`config.mk`:
```
export PLATFORM = sky130hd
export DESIGN_NAME = tx_gearbox_66to32
export DESIGN_NICKNAME = d
export VERILOG_FILES = /design/src/rtl/tx_gearbox_66to32.sv
export SDC_FILE = /design/constraint.sdc
export NUM_CORES = 1
export LEC_CHECK = 0
export CORE_MARGIN = 2
export CORE_UTILIZATION = 55
export CTS_CLUSTER_SIZE = 28
export DETAILED_ROUTE_END_ITERATION = 12
export PLACE_DENSITY_LB_ADDON = 0.2
export SYNTH_ARGS = -nofsm -noshare
export SYNTH_HDL_FRONTEND = slang
export SYNTH_SLANG_ARGS = --single-unit
```
`constraint.sdc`:
```
create_clock -name clk_i -period 2.66 [get_ports clk_i]
set_input_delay 0.532 -clock clk_i [delete_from_list [all_inputs] [get_ports clk_i]]
set_output_delay 0.532 -clock clk_i [all_outputs]
set_load 0.05 [all_outputs]
```
`src/rtl/tx_gearbox_66to32.sv`:
```
// Transmit gearbox: packs 66-bit blocks into a continuous 32-bit word stream,
// inserting idle blocks whenever no user block is offered at a load slot.
module tx_gearbox_66to32 #(
   parameter logic [63:0] IDLE_PAYLOAD = 64'h7800_0000_0000_0000,
   parameter logic [1:0]  IDLE_HDR     = 2'b10,
   parameter int          CNT_W        = 16
) (
   input  logic             clk_i,
   input  logic             rst_ni,
   input  logic             en_i,
   input  logic [65:0]      frame_i,
   input  logic             frame_valid_i,
   output logic             frame_ready_o,
   output logic [31:0]      dout_o,
   output logic             dout_valid_o,
   output logic [CNT_W-1:0] frames_sent_o,
   output logic [CNT_W-1:0] idles_sent_o
);

   logic [127:0]     sbuf_q, sbuf_d;
   logic [6:0]       lvl_q, lvl_d;
   logic [31:0]      dout_q, dout_d;
   logic             dvld_q;
   logic [CNT_W-1:0] frames_q, frames_d;
   logic [CNT_W-1:0] idles_q, idles_d;

   logic             load;
   logic [65:0]      blk;
   logic [127:0]     work;
   logic [6:0]       work_lvl;

   // A load slot opens whenever fewer than one output word remains buffered.
   assign load          = en_i & (lvl_q < 7'd32);
   assign frame_ready_o = rst_ni & load;
   assign blk           = frame_valid_i ? frame_i : {IDLE_HDR, IDLE_PAYLOAD};

   always_comb begin
      work     = sbuf_q;
      work_lvl = lvl_q;
      sbuf_d   = sbuf_q;
      lvl_d    = lvl_q;
      dout_d   = dout_q;
      frames_d = frames_q;
      idles_d  = idles_q;
      if (load) begin
         // Left-justify the block, then slide it right past the valid bits.
         work     = sbuf_q | ({blk, 62'd0} >> lvl_q);
         work_lvl = lvl_q + 7'd66;
         if (frame_valid_i) begin
            frames_d = frames_q + 1'b1;
         end else begin
            idles_d = idles_q + 1'b1;
         end
      end
      if (en_i) begin
         dout_d = work[127:96];
         sbuf_d = work << 32;
         lvl_d  = work_lvl - 7'd32;
      end
   end

   always_ff @(posedge clk_i or negedge rst_ni) begin
      if (!rst_ni) begin
         sbuf_q   <= '0;
         lvl_q    <= '0;
         dout_q   <= '0;
         dvld_q   <= 1'b0;
         frames_q <= '0;
         idles_q  <= '0;
      end else begin
         sbuf_q   <= sbuf_d;
         lvl_q    <= lvl_d;
         dout_q   <= dout_d;
         dvld_q   <= en_i;
         frames_q <= frames_d;
         idles_q  <= idles_d;
      end
   end

   assign dout_o        = dout_q;
   assign dout_valid_o  = dvld_q;
   assign frames_sent_o = frames_q;
   assign idles_sent_o  = idles_q;

endmodule

```
Yosys cells after proc, flatten, opt, wreduce, memory -nomap -nowiden
Index checks and enable logic that the tools add are counted.

word-level totals
  output and inout bits = 66
  register bits after elaboration = 168
  bits of input ports = 70
  logic and storage cells = 21

operators by class
  order comparisons = 1
  bitwise operators = 4
  add/subtract/negate cells = 4
  shifts and indexed selects = 1
  reductions and logical operators = 2
  mux-type cells = 3

operator list
  kind                                                         number
  2-to-1 mux 128 bit                                           1
  OR 128 bit                                                   1
  right shift 128 x 7 -> 128 bit                               1
  2-to-1 mux 66 bit                                            1
  adder 16 x 1 -> 16 bit (second input constant)               2
  adder 7 bit (second input constant)                          1
  less-than comparator 7 x 6 -> 1 bit (second input constant)  1
  2-to-1 mux 7 bit                                             1
  subtractor 7 x 6 -> 7 bit (second input constant)            1
  AND reduction 2 bit                                          2
  bitwise AND 1 bit                                            2
  NOT 1 bit                                                    1

Depth between registers and ports, before layout
Gate-level depths: netlist of run 1.

  depth in word-level cells = 4
  gate-level depth with buffers = 8
  mapped depth without buffers = 5

Worst setup path after synthesis of run 1
OpenSTA, ideal clock, no wires.

  path kind = input -> output
  start point = in en_i
  end point = out frame_ready_o
  cell stages on the path = 4
  slack = 645 ps
  data arrival time = 1483 ps
  cells stage by stage = buf_4 > nor3b_2 > buf_4 > and2_1

between the ends
  longest elaborated chain between the ends = 2

RTL lines
  what                RTL line  RTL
  start: declaration  10        input logic en_i,
  bitwise AND 1 bit   33        assign load = en_i & (lvl_q < 7'd32);
  bitwise AND 1 bit   34        assign frame_ready_o = rst_ni & load;
  end: declaration    13        output logic frame_ready_o,

Every way passes these cells.

Worst setup path in the final report of run 1
  start point = reg lvl_q[2]
  end point = reg dout_q[3] (netlist: dout_o[3])

between the ends
  longest elaborated chain between the ends = 3
  elaborated cells on any way between the ends = 5

RTL lines
  what                                                                                          RTL line  RTL
  start: declaration                                                                            21        logic [6:0] lvl_q, lvl_d;
  start signal: assignment                                                                      72        lvl_q <= lvl_d;
  right shift 128 x 7 -> 128 bit / less-than comparator 7 x 6 -> 1 bit (equally long branches)  47, 33
  OR 128 bit / bitwise AND 1 bit (equally long branches)                                        47, 33
  2-to-1 mux 128 bit *                                                                          45        if (load) begin
  end signal: assignment                                                                        73        dout_q <= dout_d;
  end: declaration                                                                              22        logic [31:0] dout_q, dout_d;

Every way passes the cells marked *; elsewhere a longest branch is shown, timed or not.
A chain may end at the register's enable or synchronous reset.

==> impl_metrics.csv, run 1 <==
group,metric,value,unit
status,status,"finished, final reports clean",
route,finalWirelength,29.9,mm
global_route,grt_pass1_wl,45.6,mm
setup_path,reg2reg_depth,5,
synth,ys.flop_type,"dfrtp_1",
setup_path,crit_path_start_kind,"flip-flop",
layout,drive_gt1_frac,0.133,
route,drtIter0Drc,880,
sta,max_slew_margin,0.464,
synth,yosys-top-cells-count,"173 x mux2i_1, 167 x dfrtp_1, 63 x o21ai_0",
synth,yosys.area.top_type,"dfrtp_1",
clock_tree,cts_buffers,17,
synth,yosysWarnings,0,
synth,synthSimpleGateAreaFrac,0.103,
synth,yosysMostFrequentCell,"mux2i_1",
synth,yosysSeqAreaShare,0.432,
setup_path,critPathMaxFanout,18,
sta,finalHoldViolations,0,
global_route,overflow,0,
synth,synth_cell_types,67,
floorplan,initial_core_util,0.561,
power_and_ir_drop,p_int,7.30,mW
clock_tree,root_buffer,"clkbuf_16",
floorplan,core,0.0172,mm²
clock_tree,tritoncts,"done",
placement,dpl_cell_area,0.0115,mm²
route,remaining_drc_errors,0,
route,dr.pass1.iters,6,
floorplan,ios,136,
sta,fin_crit,2.46,ns
synth,ys_async_sr_fraction,1.00,
clock_tree,clk_latency,0.44,ns
global_route,antenna_found_initial,0,
layout,fill_cells,1290,
clock_tree,htreeDepth,4,
setup_path,end_kind,"flip-flop",
synth,synth_mux_area_frac,0.224,
placement,portBuffers,135,
sta,period_share,0.924,
power_and_ir_drop,leakagePower,5.44,nW
clock_tree,cts.sinks,167,
setup_path,r2r-start,"lvl_q[2]",
placement,gp_congestion,1.02,
power_and_ir_drop,clock_power_share,0.192,
power_and_ir_drop,seq_power_share,0.283,
placement,hpwl,22.3,mm
setup_path,worstReg2RegEnd,"dout_o[3]",
setup_path,worstSetupStartpoint,"lvl_q[2]",
global_route,grt_pass1_vias,8085,
synth,syn-num-nets,963,
sta,fmax,0.407,GHz
global_route,grt_max_degree,136,
clock_tree,clk_pin_slew_worst_paths,0.07,ns
layout,stdcell_area,0.0121,mm²
flow_run,maxCapViolCount,0,
floorplan,die_y,137,µm
synth,synth_compound_area_frac,0.165,
synth,synth_edf_count,0,
route,met1_length,12.0,mm
sta,fin_skew,0.00852,ns
floorplan,die_x,137,µm
route,dr_wl_met2,14.1,mm
clock_tree,clockBufferDepth,2,
synth,syn-cell-area,0.00967,mm²
sta,setup-violations-final,0,
sta,rsz0062_at_grt,"false",
synth,yosys.area.top_type_share,0.432,
layout,area_growth,25.2,%
setup_path,arrival,2.74,ns
synth,synth_top_family_by_area,"multiplexers",
floorplan,die_area,0.0187,mm²
sta,worst_pin_slew,0.804,ns
power_and_ir_drop,p_sw,6.01,mW
layout,final_net_count,1106,
synth,syn_avg_cell_area,10.9,µm²
route,wl_per_cell,23.5,µm
route,antenna_left,0,
route,via_count,8164,
power_and_ir_drop,ir_worst_vdd,596,µV
synth,synthAdderAreaFrac,0.00388,
route,via_per_inst,6.42,
sta,fin_setup_tns,0,ns
setup_path,critPathKind,"reg2reg",
hold_path,min_path_type,"in2reg",
synth,ys_seq_elements,167,
synth,synth_xor_area_frac,0.0299,
power_and_ir_drop,switching_share,0.451,
placement,pre_cts_slack,0.0461,ns
power_and_ir_drop,p_per_area,1100,mW/mm²
global_route,track_usage,0.329,
synth,ys_top_cells_by_area,"dfrtp_1 43%, mux2i_1 18%, o221ai_1 5.3%",
route,met3WireLength,2.32,mm
synth,syn_inst,890,
setup_path,setup.worst_path.end,"dout_o[3]",
sta,drv_slew,0,
power_and_ir_drop,finalPower,13.3,mW
setup_path,worstPathRequired,2.94,ns
sta,worst_slack,0.202,ns
setup_path,r2r_slack,0.20,ns
layout,diodes,0,
power_and_ir_drop,p_comb_frac,0.525,
floorplan,num_rows,48,
route,routed.top_layer,"met4",
placed cells by master (no fill, tap or decap), drive strengths merged, types with 18 or more instances in the layout:
cell / instances
o221ai: 59
nand2: 51
nand3: 18
clkbuf: 20
buf: 60
mux2i: 174
xnor2: 27
o21ai: 65
clkdlybuf4s50: 132
dfrtp: 167
nor2: 30
o22ai: 40
nor2b: 39
power groups by stage:
stage	Combinational, mW	Clock, mW	Sequential (mW)
CTS	6.88	2.56	3.76
detailed placement	6.84	0	3.79
floorplan	3.64	0	4.55
finish	6.98	2.55	3.77
global placement	6.77	0	3.79
global route	7.32	2.66	3.85
metal layers:
| metal | vias up | track usage |
|---|---|---|
| met1 | 4031 | 0.419 |
| li1 | 3665 | - |
| met2 | 385 | 0.534 |
| met5 | - | 0 |
| met3 | 83 | 0.0644 |
| met4 | 0 | 0.167 |
critical path, cell delays in order (launching register included):
cell      delay, ns
dfrtp_2        0.59
clkinv_1       0.41
buf_4          0.30
a21oi_1        0.54
mux2_2         0.32
o221ai_1       0.14
metrics by stage:
step,instances,utilization,hold WS (ns)
after global routing,1271,0.703,0.283
after detailed placement,1238,0.667,0.440
after floorplan,890,-,0.236
after CTS,1271,0.703,0.277
final,1271,0.703,0.281
after global placement,1238,0.667,0.437
worst min path at each step:
stage,start,endpoint,depth (start not counted)
6_report,en_i,dout_valid_o,1
5_1_grt,en_i,dout_valid_o,1
4_1_cts,en_i,dout_valid_o,1
3_5_place_dp,rst_ni,idles_sent_o[8],1
3_3_place_gp,rst_ni,idles_sent_o[8],1
2_1_floorplan,rst_ni,dout_o[0],0
flip-flops by register name (all words and copies together), names as in the netlist:
signal         cells
dout_o            32
dout_valid_o       1
frames_sent_o     16
idles_sent_o      16
lvl_q              6
sbuf_q            96
final cells by class:
class,instances,area [µm²],share of cell area
Sequential cell,167,4180,0.346
Tap cell,225,282,0.0232
Multi-Input combinational cell,644,5090,0.420
Clock buffer,20,467,0.0385
Clock inverter,12,134,0.0111
Timing Repair Buffer,193,1910,0.158
Inverter,10,37.5,0.00310
logic make-up (layout without fill, tap and decap cells):
kind of cell / after synthesis / count (layout)
XOR/XNOR: 33 / 33
flip-flops: 167 / 167
AND/OR/NAND/NOR: 179 / 179
AO/OA/AOI/OAI: 229 / 229
buffers and inverters: 79 / 235
multiplexers: 200 / 200
adder cells (fa/ha/maj): 3 / 3
timing repair:
action | 4_1_cts | 5_1_grt
hold endpoints to repair | 32 | 0
hold buffers | 1 | 0
setup buffers | 0 | 0
resized for setup | 0 | 0
Power figures use the tool's default switching activity.
==> inputs of run 2 (changes only) <==
- CORE_UTILIZATION: 55 -> 60
- MAX_ROUTING_LAYER: default -> met4
==> run 2 against run 1 <==
Compared with the run above: global-route usage up 4.1 points; core utilization grew 5.5 points; fmax is 0.99% higher; sequential share of layout area is 0.34 points higher; largest cell class unchanged; final area fell by 0.98%; sequential power barely moved; clock power rose by 3%; die area fell by 8.1%; clock skew grew 0.0062 ns; non-clock buffer count decreased by 18; clock-buffer cell count is 1 lower; hold slack lost 0.15 ns.
==> impl_metrics.csv, run 2 (synthesized netlist as in run 1, its figures left out) <==
group,metric,value,unit
status,status,"finished, final reports clean",
layout,fill_cells,1108,
floorplan,die_area,0.0171,mm²
floorplan,die_y,131,µm
layout,largest_reg_flops,96,
clock_tree,tritoncts,"done",
clock_tree,cts.sinks,167,
setup_path,reg2reg_depth,5,
clock_tree,clockBufferDepth,2,
power_and_ir_drop,p_per_area,1110,mW/mm²
sta,drv_slew,0,
clock_tree,clk_pin_slew_worst_paths,0.07,ns
layout,final_net_count,1088,
global_route,grt_pass1_wl,45.9,mm
global_route,overflow,0,
floorplan,die_x,131,µm
layout,multi_input_area,0.00509,mm²
layout,largest-register,"sbuf_q",
route,dr.pass1.iters,7,
layout,diodes,0,
clock_tree,hold_buffers,0,
clock_tree,clk_latency,0.44,ns
placement,dpl_cell_area,0.0114,mm²
sta,worst_slack,0.226,ns
route,finalWirelength,30.0,mm
layout,layout_common_cells,"173 x mux2i_1, 165 x dfrtp_1, 132 x clkdlybuf4s50_1",
placement,pre_cts_slack,0.161,ns
route,remaining_drc_errors,0,
setup_path,worstPathRequired,2.96,ns
floorplan,ios,136,
setup_path,end_kind,"flip-flop",
route,via_count,8256,
sta,fin_setup_tns,0,ns
sta,setup-violations-final,0,
flow_run,maxCapViolCount,0,
layout,seq_area,0.00418,mm²
setup_path,critPathKind,"reg2reg",
sta,max_slew_margin,0.343,
sta,whs,0.133,ns
placement,gp_congestion,1.01,
layout,area_growth,24.0,%
global_route,track_usage,0.370,
global_route,antenna_found_initial,0,
clock_tree,root_buffer,"clkbuf_16",
floorplan,num_rows,46,
global_route,grt_max_degree,168,
layout,drive_gt1_frac,0.119,
sta,period_share,0.915,
setup_path,crit_path_start_kind,"flip-flop",
floorplan,core,0.0158,mm²
sta,fin_skew,0.0147,ns
sta,fin_crit,2.43,ns
clock_tree,cts_buffers,17,
hold_path,min_path_type,"in2async",
placement,portBuffers,135,
sta,rsz0062_at_grt,"false",
route,wl_per_cell,24.1,µm
sta,worst_pin_slew,0.985,ns
layout,final_common_cell,"mux2i_1",
setup_path,arrival,2.73,ns
power_and_ir_drop,ir_worst_vdd,740,µV
clock_tree,postCtsSetupRepairBufs,0,
route,drtIter0Drc,747,
layout,stdcell_area,0.0120,mm²
placement,hpwl,21.5,mm
sta,finalHoldViolations,0,
floorplan,initial_core_util,0.611,
clock_tree,cts-resized-gates,0,
clock_tree,htreeDepth,4,
sta,fmax,0.411,GHz
setup_path,critPathMaxFanout,41,
power_and_ir_drop,leakagePower,5.37,nW
global_route,grt_pass1_vias,8153,
route,antenna_left,0,
route,via_per_inst,6.64,
## run 2: cell type report
type / instances / area share
flip-flops and latches: 167 / 0.349
repair buffers: 175 / 0.148
well taps: 216 / 0.0225
inverters: 10 / 0.00313
multi-input cells: 644 / 0.425
clock inverters: 13 / 0.0148
clock buffers: 19 / 0.0378
## run 2: report_power, final
group / total (mW) / switching [mW] / internal [mW]
logic: 6.90 / 4.28 / 2.63
clock network: 2.63 / 1.14 / 1.48
registers: 3.80 / 0.628 / 3.17
## run 2: worst max-delay path: stages (launching register included)
cell      delay, ns
dfrtp_4        0.64
buf_12         0.32
mux2i_1        0.51
o22ai_1        0.20
mux2i_1        0.41
o221ai_1       0.20
## run 2: stage by stage
stage,cells,total power [mW],util
CTS,1244,13.2,0.758
global route,1244,13.8,0.758
detailed placement,1212,10.5,0.718
finish,1244,13.3,0.758
global placement,1212,10.4,0.718
floorplan,890,8.19,-
## run 2: metal layers
metal | wire, µm | track usage | part of all wire
met5 | 0 | - | 0
met1 | 11700 | 0.444 | 0.39
met3 | 2190 | 0.0668 | 0.073
met2 | 14100 | 0.582 | 0.47
met4 | 1950 | 0.226 | 0.065
## run 2: worst paths after layout
kind                       slack [ns]              start           endpoint
min in group clk_i               0.27               en_i       dout_valid_o
min reg2reg                      0.47  frames_sent_o[15]  frames_sent_o[15]
max in group asynchronous        1.72             rst_ni         sbuf_q[81]
max reg2reg                      0.23           lvl_q[1]        sbuf_q[107]
max                              0.23           lvl_q[1]        sbuf_q[107]
min                              0.13             rst_ni    idles_sent_o[4]
